## src/rtl/mul_pkg.sv

```systemverilog
// ============================================================================
// Module      : mul_pkg
// Description : Shared types and constants for the iterative multiplier.
// Revision    : 1.0 - initial release
// ============================================================================
`default_nettype none

package mul_pkg;

    localparam int MUL_W = 8;

    typedef enum logic [1:0] {
        IDLE = 2'd0,
        RUN  = 2'd1,
        DONE = 2'd2
    } mul_state_t;

endpackage : mul_pkg

`default_nettype wire

```

## src/rtl/seq_mul.sv

```systemverilog
// ============================================================================
// Module      : seq_mul
// Description : Iterative shift-add unsigned multiplier, start/ready handshake.
//               Optional macro SEQ_MUL_EARLY_EXIT_EN ends RUN once the
//               remaining multiplier bits are all zero.
// Revision    : 1.0 - initial release
// ============================================================================
`default_nettype none

module seq_mul
    import mul_pkg::*;
#(
    parameter int W = MUL_W
) (
    input  logic           clk,
    input  logic           rst,
    input  logic           mul_start,
    input  logic [W-1:0]   a,
    input  logic [W-1:0]   b,
    output logic           mul_rdy,
    output logic           busy,
    output logic [2*W-1:0] p
);

    localparam int               c_cnt_w = $clog2(W);
    localparam logic [c_cnt_w-1:0] c_last = c_cnt_w'(W - 1);

    mul_state_t         r_state;
    logic [2*W-1:0]     r_mcand;
    logic [W-1:0]       r_mplier;
    logic [2*W-1:0]     r_acc;
    logic [c_cnt_w-1:0] r_count;

    logic [2*W-1:0]     w_sum;
    logic [W-1:0]       w_mplier_next;
    logic               w_zero_skip;
    logic               w_last;

    assign w_sum         = r_acc + (r_mplier[0] ? r_mcand : '0);
    assign w_mplier_next = r_mplier >> 1;

`ifdef SEQ_MUL_EARLY_EXIT_EN
    // Zero skip applies only from IDLE so that a back-to-back start in DONE
    // never produces two adjacent ready pulses.
    assign w_zero_skip = (b == '0);
    assign w_last      = (r_count == c_last) || (w_mplier_next == '0);
`else
    assign w_zero_skip = 1'b0;
    assign w_last      = (r_count == c_last);
`endif

    always_ff @(posedge clk) begin
        if (rst) begin
            r_state  <= IDLE;
            r_mcand  <= '0;
            r_mplier <= '0;
            r_acc    <= '0;
            r_count  <= '0;
            p        <= '0;
            mul_rdy  <= 1'b0;
            busy     <= 1'b0;
        end else begin
            case (r_state)
                IDLE, DONE: begin
                    mul_rdy <= 1'b0;
                    busy    <= 1'b0;
                    r_state <= IDLE;
                    if (mul_start) begin
                        r_mcand  <= {{W{1'b0}}, a};
                        r_mplier <= b;
                        r_acc    <= '0;
                        r_count  <= '0;
                        if (w_zero_skip && (r_state == IDLE)) begin
                            r_state <= DONE;
                            p       <= '0;
                            mul_rdy <= 1'b1;
                        end else begin
                            r_state <= RUN;
                            busy    <= 1'b1;
                        end
                    end
                end
                RUN: begin
                    r_acc    <= w_sum;
                    r_mcand  <= r_mcand << 1;
                    r_mplier <= w_mplier_next;
                    r_count  <= r_count + 1'b1;
                    if (w_last) begin
                        r_state <= DONE;
                        p       <= w_sum;
                        mul_rdy <= 1'b1;
                        busy    <= 1'b0;
                    end
                end
                default: begin
                    r_state <= IDLE;
                    mul_rdy <= 1'b0;
                    busy    <= 1'b0;
                end
            endcase
        end
    end

endmodule : seq_mul

`default_nettype wire

```

## config.mk

```make
export PLATFORM = sky130hd
export DESIGN_NAME = seq_mul
export DESIGN_NICKNAME = d
export VERILOG_FILES = /design/src/rtl/mul_pkg.sv /design/src/rtl/seq_mul.sv
export SDC_FILE = /design/constraint.sdc
export NUM_CORES = 1
export LEC_CHECK = 0
export ABC_AREA = 1
export CORE_ASPECT_RATIO = 1.1
export CORE_MARGIN = 1
export CORE_UTILIZATION = 51
export CTS_BUF_LIST = sky130_fd_sc_hd__clkbuf_4 sky130_fd_sc_hd__clkbuf_8 sky130_fd_sc_hd__clkbuf_16
export CTS_CLUSTER_SIZE = 16
export DETAILED_ROUTE_END_ITERATION = 10
export PLACE_DENSITY = 0.76
export SKIP_CTS_REPAIR_TIMING = 1
export SLEW_MARGIN = 20
export SYNTH_ARGS = -nofsm -noshare
export SYNTH_HDL_FRONTEND = slang
export SYNTH_SLANG_ARGS = --single-unit
```

## constraint.sdc

```tcl
create_clock -name clk -period 2 [get_ports clk]
set_input_delay 0.4 -clock clk [delete_from_list [all_inputs] [get_ports clk]]
set_output_delay 0.4 -clock clk [all_outputs]
set_load 0.1 [all_outputs]
```

==> metrics.yaml <==
global_routing:
  antenna_found_initial: 0
  grt_pass1_wl_mm: 13.7
  grt_use_total_pct: 25.9
  grt_pass1_vias: 2994
  grt-ovfl-total: 0
  grt_max_degree: 24
synth:
  synth-seq-area-share_pct: 37.3
  synth.cell_area_sq_um: 3330
  ys_seq_elements: 62
  avgSynthCellArea_sq_um: 6.99
  yosys_warnings: 0
  syn_nets: 514
  synth_cell_type_count: 35
  synthesis.instances: 477
clock_network:
  root_buffer: "clkbuf_8"
  clkSlewWorstSetupHoldPaths_ps: 80
  cts_tree: "built"
  insertion_delay_ps: 340
  cts.sink_count: 62
  cts_made_buffers: 9
  htree_levels: 3
  clockBufferDepth: 2
job:
  drv_cap: 0
worst_setup_path:
  critPathBufInv: 3
  slowest_delay_ps: 360
  crit_fanout: 7
  crit_path_start_kind: "register"
  cp_slowest_cell: "fa_2"
  cp.arrival_ps: 2130
  required_ps: 2230
  end_kind: "register"
  cp_common_cell: "nand2_2"
  crit_chain: "buf_6, nand2_4, inv_2, ha_4, fa_2, nand3_2, nand2_2, nand2_2, nand2_4, nand2_2, nand2_2, nand2_2, nand2_2, o21bai_1, inv_1"
  cp_top_family: "simple AND/OR/NAND/NOR gates"
  crit_type: "reg -> reg"
power:
  combPwrFrac_pct: 11.4
  power.density_nw_per_um2: 604
  pwr-share-clk_pct: 38.3
  p_switching_uw: 708
  p_int_uw: 1870
  power.total_uw: 2570
  netSwitchingFraction_pct: 27.5
  irDropWorstVdd_uv: 545
  p_leak_uw: 0.00219
  p_seq_share_pct: 50.3
floorplan:
  die_x_um: 79.1
  core_sq_um: 6230
  ios: 37
  dieArea_sq_um: 6860
  start_util_pct: 53.5
  die_h_um: 86.8
  rows: 30
sta:
  skew_ps: 8.14
  slew_headroom_pct: 76.6
  final_hold_viol_count: 0
  max_freq_mhz: 528
  period_share_pct: 94.8
  final.min_clock_period_ps: 1900
  holdWs_ps: 472
  rsz0062_at_grt: "yes"
  tightestPinTransition_ps: 349
  finalSetupViolCount: 0
  drv_slew: 0
run_status:
  outcome: "complete, no violations"
hold_path:
  hold_path.class: "reg -> reg"
final_layout:
  layout.cells.most_common: "nand2_1"
  nFillCells: 551
  antenna-diode-count: 0
  nNetsFinal: 577
  layout_common_cells: "124 x nand2_1, 81 x inv_1, 61 x dfxtp_1"
  drive_above_1_share_pct: 19.8
  synthToLayoutAreaGrowth_pct: 27.9
drt:
  wl_mm: 8.29
  drc: 0
  post_drt_via_cell_ratio: 5.10
  detail-route-antenna-nets: 0
  wl_per_cell_um: 13.3
  drtIter0Drc: 179
  drt_pass1_iterations: 5
  vias: 3185
place:
  hpwl_mm: 6.10
  portBuffers: 36
  gp_congestion: 0.924
-- metrics by stage --
step | util, % | TNS, ps | std cells | cell area (sq um) | worst slack [ps]
6_report | 68.4 | 0 | 625 | 4260 | 104
3_3_place_gp | 62.8 | 0 | 609 | 3920 | 70.0
5_1_grt | 68.4 | -185 | 625 | 4260 | -59.2
4_1_cts | 65.6 | 0 | 625 | 4090 | 23.4
2_1_floorplan | - | 0 | 477 | 3350 | 8.22
3_5_place_dp | 62.8 | 0 | 609 | 3920 | 25.0
-- power groups by stage --
stage | registers [uW] | logic [uW] | clock network [uW]
finish | 1300 | 293 | 986
global route | 1300 | 324 | 1060
CTS | 1290 | 286 | 1000
detailed placement | 1320 | 284 | 0
global placement | 1320 | 278 | 0
floorplan | 1330 | 178 | 0
-- registers in the layout, indices dropped and copies added (netlist names) --
signal and cells:
r_mplier 8, r_acc 16, mul_rdy 1, r_state 2, r_mcand 16, r_count 3
p 16
-- routing by layer --
metal | up-vias | GRT usage (%) | part of all wire, %
met1 | 1472 | 31.8 | 44
met5 | - | 0 | 0
li1 | 1644 | - | -
met2 | 55 | 44.7 | 51
met3 | 14 | 5.37 | 3.5
met4 | 0 | 9.09 | 2.1
-- Yosys cell counts (all sizes together) --
master / instances / area share (%)
ha: 17 / 6.4
or2: 1 / 0.19
o22ai: 14 / 2.6
nor3: 3 / 0.60
dfxtp: 62 / 37
a31oi: 1 / 0.19
nand2: 139 / 16
and2: 1 / 0.19
nand4: 2 / 0.38
o32ai: 1 / 0.26
inv: 86 / 9.7
fa: 1 / 0.60
a21oi: 20 / 3.0
o31ai: 1 / 0.23
a32o: 5 / 1.5
nand3: 33 / 5.0
o21bai: 5 / 1.1
buf: 13 / 2.5
clkinv: 1 / 0.11
o21ai: 28 / 4.2
xor2: 5 / 1.3
o211ai: 3 / 0.68
nor2: 22 / 3.4
clkbuf: 4 / 0.45
o21a: 6 / 1.4
xnor2: 3 / 0.79
-- path summary, 6_finish.rpt --
check	from	to	slack (ps)	cells past startpoint
setup / recovery	r_mplier[0]	p[14]	100	15
hold / removal	r_mplier[7]	r_mplier[7]	470	2
setup reg to reg	r_mplier[0]	p[14]	100	15
hold reg to reg	r_mplier[7]	r_mplier[7]	470	2
-- cells by family after synthesis --
group                    count (synthesis)  share of synthesized area (%)
buffers and inverters                  104                           12.7
AND/OR/NAND/NOR                        201                           25.8
XOR/XNOR                                 8                           2.10
flip-flops                              62                           37.3
AO/OA/AOI/OAI                           84                           15.2
adder cells (fa/ha/maj)                 18                           6.98
-- tightest hold or removal path, cell delays in order (launching register included) --
cell	delay, ps
dfxtp_1	310
nand2_1	60
a21oi_1	50
-- area by class of cell --
type | instances | area [sq um] | share of cell area [%]
flip-flops and latches | 62 | 1240 | 29.1
well taps | 80 | 100 | 2.35
inverters | 87 | 327 | 7.66
multi-input cells | 311 | 1840 | 43.1
clock buffers | 10 | 138 | 3.23
clock inverters | 6 | 37.5 | 0.881
repair buffers | 69 | 579 | 13.6
(Power assumes the default switching activity.)
